## src/rtl/pipe_mem_stage.sv

```systemverilog
`default_nettype none
// ============================================================================
// Module   : pipe_mem_stage
// Purpose  : MEM stage between EX/MEM and MEM/WB. Provides a req/ack handshake
//            to variable-latency data memory, byte-lane store/load steering,
//            alignment checking, a wait timeout and a pipeline stall output.
// Options  : MEM_PERF_CNT_EN - enables the saturating stall-cycle counter
// Revision : 1.0 - initial release
// ============================================================================
module pipe_mem_stage #(
  parameter int DATA_W     = 32,
  parameter int DM_ADDRESS = 9,
  parameter int RF_ADDRESS = 5,
  parameter int TO_W       = 8,
  parameter int MAX_WAIT   = 200
) (
  input  logic                    clk,
  input  logic                    reset,
  input  logic                    ex_valid,
  input  logic                    ex_MemRead,
  input  logic                    ex_MemWrite,
  input  logic [2:0]              ex_func3,
  input  logic                    ex_RegWrite,
  input  logic [RF_ADDRESS-1:0]   ex_rd,
  input  logic [DATA_W-1:0]       ex_alu_result,
  input  logic [DATA_W-1:0]       ex_wr_data,
  output logic                    mem_stall,
  output logic                    dm_req,
  output logic                    dm_we,
  output logic [DM_ADDRESS-1:0]   dm_addr,
  output logic [DATA_W/8-1:0]     dm_be,
  output logic [DATA_W-1:0]       dm_wdata,
  input  logic                    dm_ack,
  input  logic [DATA_W-1:0]       dm_rdata,
  output logic                    wb_valid,
  output logic                    wb_RegWrite,
  output logic [RF_ADDRESS-1:0]   wb_rd,
  output logic [DATA_W-1:0]       wb_data,
  output logic                    misalign,
  output logic                    timeout,
  output logic [31:0]             perf_stall_cnt
);

  localparam int              LANES      = DATA_W / 8;
  localparam int              LW         = $clog2(LANES);
  localparam logic            c_is64     = (DATA_W == 64);
  localparam logic [TO_W-1:0] c_cnt_last = TO_W'(MAX_WAIT - 1);

  typedef enum logic [0:0] {
    S_IDLE = 1'b0,
    S_WAIT = 1'b1
  } state_t;

  state_t                  r_state;
  logic [TO_W-1:0]         r_cnt;
  logic [2:0]              r_func3;
  logic [LW-1:0]           r_lane;
  logic [RF_ADDRESS-1:0]   r_rd;
  logic                    r_regwrite;
  logic [DATA_W-1:0]       r_alu;

  logic                    w_mem_op;
  logic                    w_err;
  logic                    w_cnt_last;
  logic                    w_issue;
  logic [LW-1:0]           w_lane;
  logic [DM_ADDRESS-1:0]   w_addr;
  logic [LANES-1:0]        w_be;
  logic [DATA_W-1:0]       w_wdata;

  assign w_mem_op   = ex_MemRead | ex_MemWrite;
  assign w_lane     = ex_alu_result[LW-1:0];
  assign w_addr     = {ex_alu_result[DM_ADDRESS-1:LW], {LW{1'b0}}};
  assign w_cnt_last = (r_cnt == c_cnt_last);
  assign w_issue    = ex_valid & w_mem_op & ~w_err;

  // Alignment and funct3 legality; 1xx encodings are load-only.
  always_comb begin
    w_err = 1'b0;
    case (ex_func3)
      3'b000:  w_err = 1'b0;
      3'b001:  w_err = w_lane[0];
      3'b010:  w_err = (w_lane[1:0] != 2'b00);
      3'b011:  w_err = ~c_is64 | (w_lane != '0);
      3'b100:  w_err = ex_MemWrite;
      3'b101:  w_err = ex_MemWrite | w_lane[0];
      3'b110:  w_err = ex_MemWrite | ~c_is64 | (w_lane != '0);
      default: w_err = 1'b1;
    endcase
  end

  always_comb begin
    w_be    = '1;
    w_wdata = ex_wr_data;
    case (ex_func3[1:0])
      2'b00: begin
        w_be    = LANES'(1) << w_lane;
        w_wdata = {LANES{ex_wr_data[7:0]}};
      end
      2'b01: begin
        w_be    = LANES'(3) << w_lane;
        w_wdata = {(LANES/2){ex_wr_data[15:0]}};
      end
      2'b10: begin
        w_be    = LANES'(15) << w_lane;
        w_wdata = {(LANES/4){ex_wr_data[31:0]}};
      end
      default: begin
        w_be    = '1;
        w_wdata = ex_wr_data;
      end
    endcase
  end

  function automatic logic [DATA_W-1:0] load_extract(
    input logic [DATA_W-1:0] rdata,
    input logic [2:0]        f3,
    input logic [LW-1:0]     lane
  );
    logic [DATA_W-1:0] sh;
    sh = rdata >> {lane, 3'b000};
    case (f3)
      3'b000:  load_extract = DATA_W'($signed(sh[7:0]));
      3'b001:  load_extract = DATA_W'($signed(sh[15:0]));
      3'b010:  load_extract = DATA_W'($signed(sh[31:0]));
      3'b100:  load_extract = DATA_W'(sh[7:0]);
      3'b101:  load_extract = DATA_W'(sh[15:0]);
      3'b110:  load_extract = DATA_W'(sh[31:0]);
      default: load_extract = sh;
    endcase
  endfunction

  // Stall/error pulses are same-cycle decisions; forced low while in reset.
  always_comb begin
    mem_stall = 1'b0;
    misalign  = 1'b0;
    timeout   = 1'b0;
    if (reset) begin
      case (r_state)
        S_IDLE: begin
          mem_stall = w_issue;
          misalign  = ex_valid & w_mem_op & w_err;
        end
        S_WAIT: begin
          mem_stall = ~dm_ack & ~w_cnt_last;
          timeout   = ~dm_ack & w_cnt_last;
        end
        default: begin
          mem_stall = 1'b0;
        end
      endcase
    end
  end

  always_ff @(posedge clk or negedge reset) begin
    if (!reset) begin
      r_state     <= S_IDLE;
      r_cnt       <= '0;
      r_func3     <= '0;
      r_lane      <= '0;
      r_rd        <= '0;
      r_regwrite  <= 1'b0;
      r_alu       <= '0;
      dm_req      <= 1'b0;
      dm_we       <= 1'b0;
      dm_addr     <= '0;
      dm_be       <= '0;
      dm_wdata    <= '0;
      wb_valid    <= 1'b0;
      wb_RegWrite <= 1'b0;
      wb_rd       <= '0;
      wb_data     <= '0;
    end else begin
      case (r_state)
        S_IDLE: begin
          r_cnt <= '0;
          if (!ex_valid) begin
            wb_valid <= 1'b0;
          end else if (!w_mem_op || w_err) begin
            wb_valid    <= 1'b1;
            wb_RegWrite <= ex_RegWrite & ~w_mem_op;
            wb_rd       <= ex_rd;
            wb_data     <= ex_alu_result;
          end else begin
            wb_valid   <= 1'b0;
            r_func3    <= ex_func3;
            r_lane     <= w_lane;
            r_rd       <= ex_rd;
            r_regwrite <= ex_RegWrite;
            r_alu      <= ex_alu_result;
            dm_req     <= 1'b1;
            dm_we      <= ex_MemWrite;
            dm_addr    <= w_addr;
            dm_be      <= w_be;
            dm_wdata   <= w_wdata;
            r_state    <= S_WAIT;
          end
        end
        S_WAIT: begin
          if (dm_ack || w_cnt_last) begin
            // Ack has priority over an expiring timeout in the same cycle.
            wb_valid    <= 1'b1;
            wb_RegWrite <= r_regwrite & dm_ack;
            wb_rd       <= r_rd;
            wb_data     <= (dm_ack && !dm_we) ? load_extract(dm_rdata, r_func3, r_lane)
                                              : r_alu;
            dm_req      <= 1'b0;
            dm_we       <= 1'b0;
            r_cnt       <= '0;
            r_state     <= S_IDLE;
          end else begin
            r_cnt <= r_cnt + 1'b1;
          end
        end
        default: begin
          r_state <= S_IDLE;
        end
      endcase
    end
  end

`ifdef MEM_PERF_CNT_EN
  always_ff @(posedge clk or negedge reset) begin
    if (!reset) begin
      perf_stall_cnt <= '0;
    end else if (mem_stall && (perf_stall_cnt != 32'hFFFF_FFFF)) begin
      perf_stall_cnt <= perf_stall_cnt + 32'd1;
    end
  end
`else
  assign perf_stall_cnt = 32'd0;
`endif

endmodule
`default_nettype wire
```

## config.mk

```make
export PLATFORM = sky130hd
export DESIGN_NAME = pipe_mem_stage
export DESIGN_NICKNAME = d
export VERILOG_FILES = /design/src/rtl/pipe_mem_stage.sv
export SDC_FILE = /design/constraint.sdc
export NUM_CORES = 1
export LEC_CHECK = 0
export ABC_AREA = 1
export CORE_MARGIN = 4
export CORE_UTILIZATION = 52
export CTS_BUF_LIST = sky130_fd_sc_hd__clkbuf_2
export DETAILED_ROUTE_END_ITERATION = 16
export PLACE_DENSITY = 0.91
export REMOVE_ABC_BUFFERS = 1
export SLEW_MARGIN = 10
export SYNTH_ARGS = -nofsm -noshare
export SYNTH_HDL_FRONTEND = slang
export SYNTH_SLANG_ARGS = --single-unit
```

## constraint.sdc

```tcl
create_clock -name clk -period 7 [get_ports clk]
set_input_delay 1.75 -clock clk [delete_from_list [all_inputs] [get_ports clk]]
set_output_delay 1.75 -clock clk [all_outputs]
set_load 0.02 [all_outputs]
```

==> results of run 1 <==
## routing by layer
metal	GRT usage, %	up-vias	part of all wire [%]	wire length, µm
li1	-	3380	-	-
met1	34.7	3343	41	8770
met2	44.8	391	48	10300
met3	6.78	61	8.3	1790
met4	12.7	0	3.7	792
met5	0	-	0	0
## Yosys cell counts
library cell | count | area share (%)
clkbuf_1 | 21 | 1.1
buf_6 | 4 | 0.64
buf_1 | 1 | 0.053
a21boi_0 | 1 | 0.11
buf_2 | 24 | 1.7
nand2_1 | 363 | 19
buf_4 | 49 | 5.2
xor2_1 | 3 | 0.37
o21ai_2 | 1 | 0.12
nor2_2 | 2 | 0.18
nand3_1 | 93 | 6.6
conb_1 | 1 | 0.053
o21ai_1 | 13 | 0.92
inv_1 | 60 | 3.2
nand4_1 | 3 | 0.27
or2_2 | 1 | 0.089
inv_2 | 1 | 0.053
o22ai_1 | 21 | 1.9
nor3b_1 | 1 | 0.11
o211ai_1 | 3 | 0.32
dfrtp_1 | 127 | 45
a21oi_1 | 51 | 3.6
nor2_1 | 54 | 2.9
nor3_1 | 5 | 0.35
ha_1 | 6 | 1.1
nor2_4 | 1 | 0.16
o21ai_0 | 66 | 4.7
## power by group through the flow
stage	combinational (mW)	clock, mW	sequential (mW)
2_1_floorplan	0.450	0	1.23
3_3_place_gp	1.13	0	1.06
3_5_place_dp	1.16	0	1.07
4_1_cts	1.16	0.489	1.06
5_1_grt	1.27	0.521	1.09
6_report	1.16	0.483	1.06
## per-stage QoR
stage / instances / util, % / setup slack (ps) / cell area, µm² / setup TNS (ps)
floorplan: 910 / - / -88.3 / 6570 / -88.3
global placement: 1293 / 66.6 / 942 / 8850 / 0
detailed placement: 1293 / 66.6 / 824 / 8850 / 0
CTS: 1325 / 68.4 / 819 / 9090 / 0
global route: 1326 / 68.4 / 569 / 9100 / 0
finish: 1326 / 68.4 / 825 / 9100 / 0
## kinds of logic after synthesis
| logic type | Yosys count | share of synthesized area, % |
|---|---|---|
| AND/OR/NAND/NOR | 523 | 29.9 |
| buffers and inverters | 160 | 12.0 |
| AO/OA/AOI/OAI | 156 | 11.6 |
| flip-flops | 127 | 45.0 |
| adder cells (fa/ha/maj) | 6 | 1.06 |
| XOR/XNOR | 3 | 0.372 |
| other | 1 | 0.0531 |
## worst min-delay path by stage
stage | end | slack [ps] | cells after the start
2_1_floorplan | r_cnt[0]$_DFF_PN0_ | 430 | 1
3_3_place_gp | r_cnt[0]$_DFF_PN0_ | 450 | 1
3_5_place_dp | dm_wdata[17]$_DFFE_PN0P_ | 460 | 2
4_1_cts | r_cnt[0]$_DFF_PN0_ | 480 | 1
5_1_grt | r_cnt[0]$_DFF_PN0_ | 520 | 1
6_report | r_cnt[0]$_DFF_PN0_ | 480 | 1
## flip-flops by register name (all words and copies together), names as in the netlist, 3 cells and up
register / flops
wb_data: 32
r_alu: 32
dm_wdata: 32
r_func3: 3
r_rd: 5
r_cnt: 8
dm_be: 4
wb_rd: 5
## final cells by class
class	count	area share (%)
antenna	1	0.0275
clock buffer	20	1.10
clock inverter	12	1.58
inverter	61	2.52
multi-input combinational	722	34.9
sequential	127	34.9
tap	176	2.42
timing repair buffer	207	22.5
==> flow_summary.ini, run 1 <==
[drt]
vias_per_cell = 5.41
wl_mm = 21.6
dr_total_vias = 7175
drc = 0
antenna_left = 0
avgRoutedWirePerCell_um = 16.3
drt-initial-drc-count = 657
drtPass1Iterations = 5

[power_and_ir_drop]
combPwrFrac_pct = 43.0
finalPower_mw = 2.71
power_switching_mw = 1.09
swShare_pct = 40.4
p_int_mw = 1.61
seqPwrFrac_pct = 39.2
p_leak_nw = 4.49
vdd_ir_drop_max_mv = 0.172
share_clk_of_total_power_pct = 17.8
powerDensity_nw_per_um2 = 298

[flow_run]
maxCapViolations = 0

[global_routing]
grt_usage_pct = 27.5
grt_pass1_wl_mm = 34.9
antenna_found_initial = 1
grt_max_degree = 84
grt_pass1_vias = 7185
overflow = 0

[critical_path]
r2r_start = r_alu[0]$_DFFE_PN0P_
crit_start = ex_func3[1]
crit_path_max_fanout = 12
slowest_stage = clkdlybuf4s50_1
r2r_end = wb_data[11]$_DFFE_PN0P_
crit_path_start_kind = input port
path_buf_inv = 4
worst-r2r-cell-count = 9
cp-endpoint = mem_stall
cp_top_family = buffers and inverters
endpoint_kind = output port
crit_type = input port to output port
cp.arrival_ps = 4430
required_ps = 5250
r2r_slack_ps = 3610
critPathMaxStageDelay_ps = 730
crit_chain = clkdlybuf4s50_1, inv_1, ha_1, nand2_1, nand2_1, nor2_1, nand3_1, nor2_4, inv_2, a21boi_0, clkdlybuf4s50_1
crit_cells = 11

[yosys]
syn_area_um2 = 7060
ys_warn_count = 0
yosysSeqAreaShare_pct = 45.0
netlist_instances = 976
synth-seq-cells = 127
ys_types = 27
synth.avg_cell_area_um2 = 7.23

[die]
dieArea_um2 = 15500
initial_core_util_pct = 53.1
die_w_um = 125
rows = 42
core-area_um2 = 13300
die_y_um = 125
io_pins = 232

[sta]
grt_setup_unrepaired = false
tightest_slew_ps = 919
fin_crit_sh_pct = 88.2
hold_viol_final = 0
fmax_mhz = 162
skew_ps = 35.3
fin_crit_ps = 6180
max_slew_margin_pct = 38.7
worst_hold_slack_ps = 475
drv_slew = 0
setup_viol = 0

[clocking]
cts_root_buf = clkbuf_2
cts_setup_buffers = 0
postCtsHoldBufs = 0
numCtsBuffers = 17
numClockSinks = 127
cts.htree.levels = 4
insertion_delay_ps = 700
cts_tree = done
post_cts_resize_count = 0
clkTransAtPathRegs_ps = 170
clockBufferDepth = 2

[run_status]
status = completed

[placed_design]
dp_hpwl_mm = 14.8
io_buffers = 197
gp_congestion = 0.912

[min_path]
hold_start = r_cnt[0]$_DFF_PN0_
hp-class = register to register

[cells_and_area]
ff_latch_area_um2 = 3180
multi_input_area_um2 = 3170
final_common_cell = nand2_1
drive_gt1_share_pct = 4.18
fillers = 1075
nets = 1253
area_growth_pct = 28.8
final_cell_mix = nand2_1, clkdlybuf4s50_1, dfrtp_1
Power figures use the tool's default switching activity.
==> inputs of run 2 (changes only) <==
--- a/config.mk
+++ b/config.mk
@@ -12,6 +12,7 @@
 export DETAILED_ROUTE_END_ITERATION = 16
 export PLACE_DENSITY = 0.91
 export REMOVE_ABC_BUFFERS = 1
+export SKIP_LAST_GASP = 1
 export SLEW_MARGIN = 10
 export SYNTH_ARGS = -nofsm -noshare
 export SYNTH_HDL_FRONTEND = slang
==> results of run 2 <==
The final DEF is identical to that of run 1; final timing and power are the same.
==> inputs of run 3 (changes only) <==
--- a/config.mk
+++ b/config.mk
@@ -5,12 +5,12 @@
 export SDC_FILE = /design/constraint.sdc
 export NUM_CORES = 1
 export LEC_CHECK = 0
-export ABC_AREA = 1
+export CORE_ASPECT_RATIO = 0.6
 export CORE_MARGIN = 4
-export CORE_UTILIZATION = 52
+export CORE_UTILIZATION = 48
 export CTS_BUF_LIST = sky130_fd_sc_hd__clkbuf_2
 export DETAILED_ROUTE_END_ITERATION = 16
-export PLACE_DENSITY = 0.91
+export PLACE_DENSITY = 0.86
 export REMOVE_ABC_BUFFERS = 1
 export SKIP_LAST_GASP = 1
 export SLEW_MARGIN = 10
==> constraint.sdc (replaced) <==
create_clock -name clk -period 7.1 [get_ports clk]
set_input_delay 1.775 -clock clk [delete_from_list [all_inputs] [get_ports clk]]
set_output_delay 1.775 -clock clk [all_outputs]
set_load 0.02 [all_outputs]
==> run 3 against run 2 <==
Sequential power is essentially flat. Clock power up 6.8%. Flip-flop and latch count stayed put. Die area rose by 5.1%. Critical path type unchanged. Via count down 19%. Clock-buffer cell count fell by 3. Synthesized cell count down 32%. Combinational power rose by 8%. Total power up 5.2%. Final cell count down 22%.
==> flow_summary.ini, run 3 <==
[global_routing]
met3_usage_pct = 7.60
grt_pass1_vias = 5652
antenna_found_initial = 0
overflow = 0
top_usage_layer = met2
grt_max_degree = 86
use_met1_pct = 36.7
grt_usage_pct = 24.9
grt_pass1_wl_mm = 31.9
grt_use_met2_pct = 36.9

[critical_path]
crit_start = ex_func3[0]
crit_path_max_fanout = 19
required_ps = 5330
crit_path_start_kind = input port
endpoint_kind = output port
crit_type = input port to output port
cp.arrival_ps = 4640
r2r_slack_ps = 4160
r2r_start = r_cnt[0]$_DFF_PN0_
worst-r2r-cell-count = 7
r2r_end = wb_data[22]$_DFFE_PN0P_
cp-endpoint = mem_stall

[die]
io_pins = 232
dieArea_um2 = 16300
initial_core_util_pct = 49.6
core-area_um2 = 13800
rows = 33
die_y_um = 101
die_w_um = 162

[clocking]
cts_tree = done
cts.htree.levels = 4
post_cts_resize_count = 0
numCtsBuffers = 17
clockBufferDepth = 2
cts_setup_buffers = 0
postCtsHoldBufs = 0
numClockSinks = 127
insertion_delay_ps = 650
clkTransAtPathRegs_ps = 200
cts_root_buf = clkbuf_2

[cells_and_area]
final_common_cell = clkdlybuf4s50_1
final_cell_mix = clkdlybuf4s50_1, dfrtp_1, mux2_2
final-instance-count-excl-fill = 1040
reg_top3 = dm_wdata (32), r_alu (32), wb_data (32)
nets = 952
area_growth_pct = 32.3
n_antenna_cell = 0
drive_gt1_share_pct = 16.0

[yosys]
synth_largest_area_cell = dfrtp_1
synth_top_area_share_pct = 46.4
synth-seq-cells = 127
ys_top_cells_by_area = dfrtp_1, mux2_2, buf_4
yosysSeqAreaShare_pct = 46.4
netlist_instances = 659
synth.avg_cell_area_um2 = 10.4
ys.flop_type = dfrtp_1
synthTopCellsByCount = dfrtp_1, mux2_2, nor2_1
ys_warn_count = 0
synth_edf_count = 0
ys_types = 49
async_flop_share_pct = 100
syn_area_um2 = 6850
yosysMostFrequentCell = dfrtp_1

[drt]
antenna_left = 0
drtPass1Iterations = 9
dr_total_vias = 5790
avgRoutedWirePerCell_um = 19.6
drc = 0
drt-initial-drc-count = 508
vias_per_cell = 5.57
wl_mm = 20.4

[sta]
fmax_mhz = 156
worst_hold_slack_ps = 483
fin_crit_ps = 6410
max_slew_margin_pct = 21.9
drv_slew = 0
setup_viol = 0
fin_crit_sh_pct = 90.3
timing.final.ws_setup_ps = 686
grt_setup_unrepaired = false
tightest_slew_ps = 1170
hold_viol_final = 0
skew_ps = 38.4

[placed_design]
gp_congestion = 0.841
dp_slack_ps = 728
io_buffers = 197
dp_hpwl_mm = 14.6
placed_cells = 1008

[run_status]
status = completed

[flow_run]
maxCapViolations = 0

[power_and_ir_drop]
powerDensity_nw_per_um2 = 315
finalPower_mw = 2.85
p_leak_nw = 3.78
vdd_ir_drop_max_mv = 0.204

[min_path]
hp-class = register to register
## run 3: cell count changes in the layout (fill, tap and decap cells not counted), sizes merged, moves of 8 or more
cell,before,now
nor2,57,66
mux2i,0,24
a222oi,0,8
nand3,93,8
a22oi,0,16
a31oi,0,8
o21ai,80,30
inv,61,14
mux2,0,87
a2bb2oi,0,8
nand2,363,29
## run 3: layout make-up
type	instances	area, µm²
Timing Repair Buffer	210	2070
Fill cell	1139	4740
Clock inverter	15	194
Sequential cell	127	3180
Clock buffer	17	85.1
Tap cell	192	240
Inverter	14	52.6
Multi-Input combinational cell	465	3230
## run 3: critical path: stages
cell and delay (ps):
clkdlybuf4s50_1 480, inv_1 170, ha_1 610, nor3_1 270, o41ai_1 460, and3_1 240, clkdlybuf4s50_1 610
## run 3: worst min-delay path by stage
stage	endpoint	from	slack, ps	cells past startpoint
3_3_place_gp	r_cnt[0]$_DFF_PN0_	r_cnt[0]$_DFF_PN0_	440	1
6_report	r_cnt[0]$_DFF_PN0_	r_cnt[0]$_DFF_PN0_	480	1
4_1_cts	r_cnt[0]$_DFF_PN0_	r_cnt[0]$_DFF_PN0_	490	1
2_1_floorplan	r_cnt[0]$_DFF_PN0_	r_cnt[0]$_DFF_PN0_	430	1
3_5_place_dp	r_cnt[0]$_DFF_PN0_	r_cnt[0]$_DFF_PN0_	460	1
5_1_grt	r_cnt[0]$_DFF_PN0_	r_cnt[0]$_DFF_PN0_	500	1
## run 3: power by group
part	total, mW	switching [mW]	leakage (nW)	internal, mW
clock	0.516	0.285	0.165	0.231
sequential	1.09	0.143	1.50	0.945
combinational	1.25	0.637	2.12	0.610
total	2.85	1.06	3.78	1.78
## run 3: cells by family (layout without fill, tap and decap cells)
| family | Yosys count | in the layout | synth area share, % |
|---|---|---|---|
| buffers and inverters | 100 | 256 | 8.24 |
| multiplexers | 112 | 112 | 18.4 |
| XOR/XNOR | 6 | 6 | 0.768 |
| AND/OR/NAND/NOR | 132 | 132 | 8.50 |
| adder cells (fa/ha/maj) | 6 | 6 | 1.10 |
| AO/OA/AOI/OAI | 175 | 175 | 16.5 |
| flip-flops | 127 | 127 | 46.4 |
| other | 1 | 34 | 0.0548 |
## run 3: routing by layer
| metal | wire [µm] | vias up |
|---|---|---|
| li1 | - | 2661 |
| met1 | 9180 | 2846 |
| met2 | 9080 | 270 |
| met3 | 1990 | 13 |
| met4 | 124 | 0 |
| met5 | 0 | - |
## run 3: stage by stage
step           cell area, µm²  TNS [ps]  util (%)
3_3_place_gp             8770         0      63.6
4_1_cts                  9050         0      65.7
6_report                 9050         0      65.7
2_1_floorplan            6460   -456940         -
5_1_grt                  9050         0      65.7
3_5_place_dp             8770         0      63.6
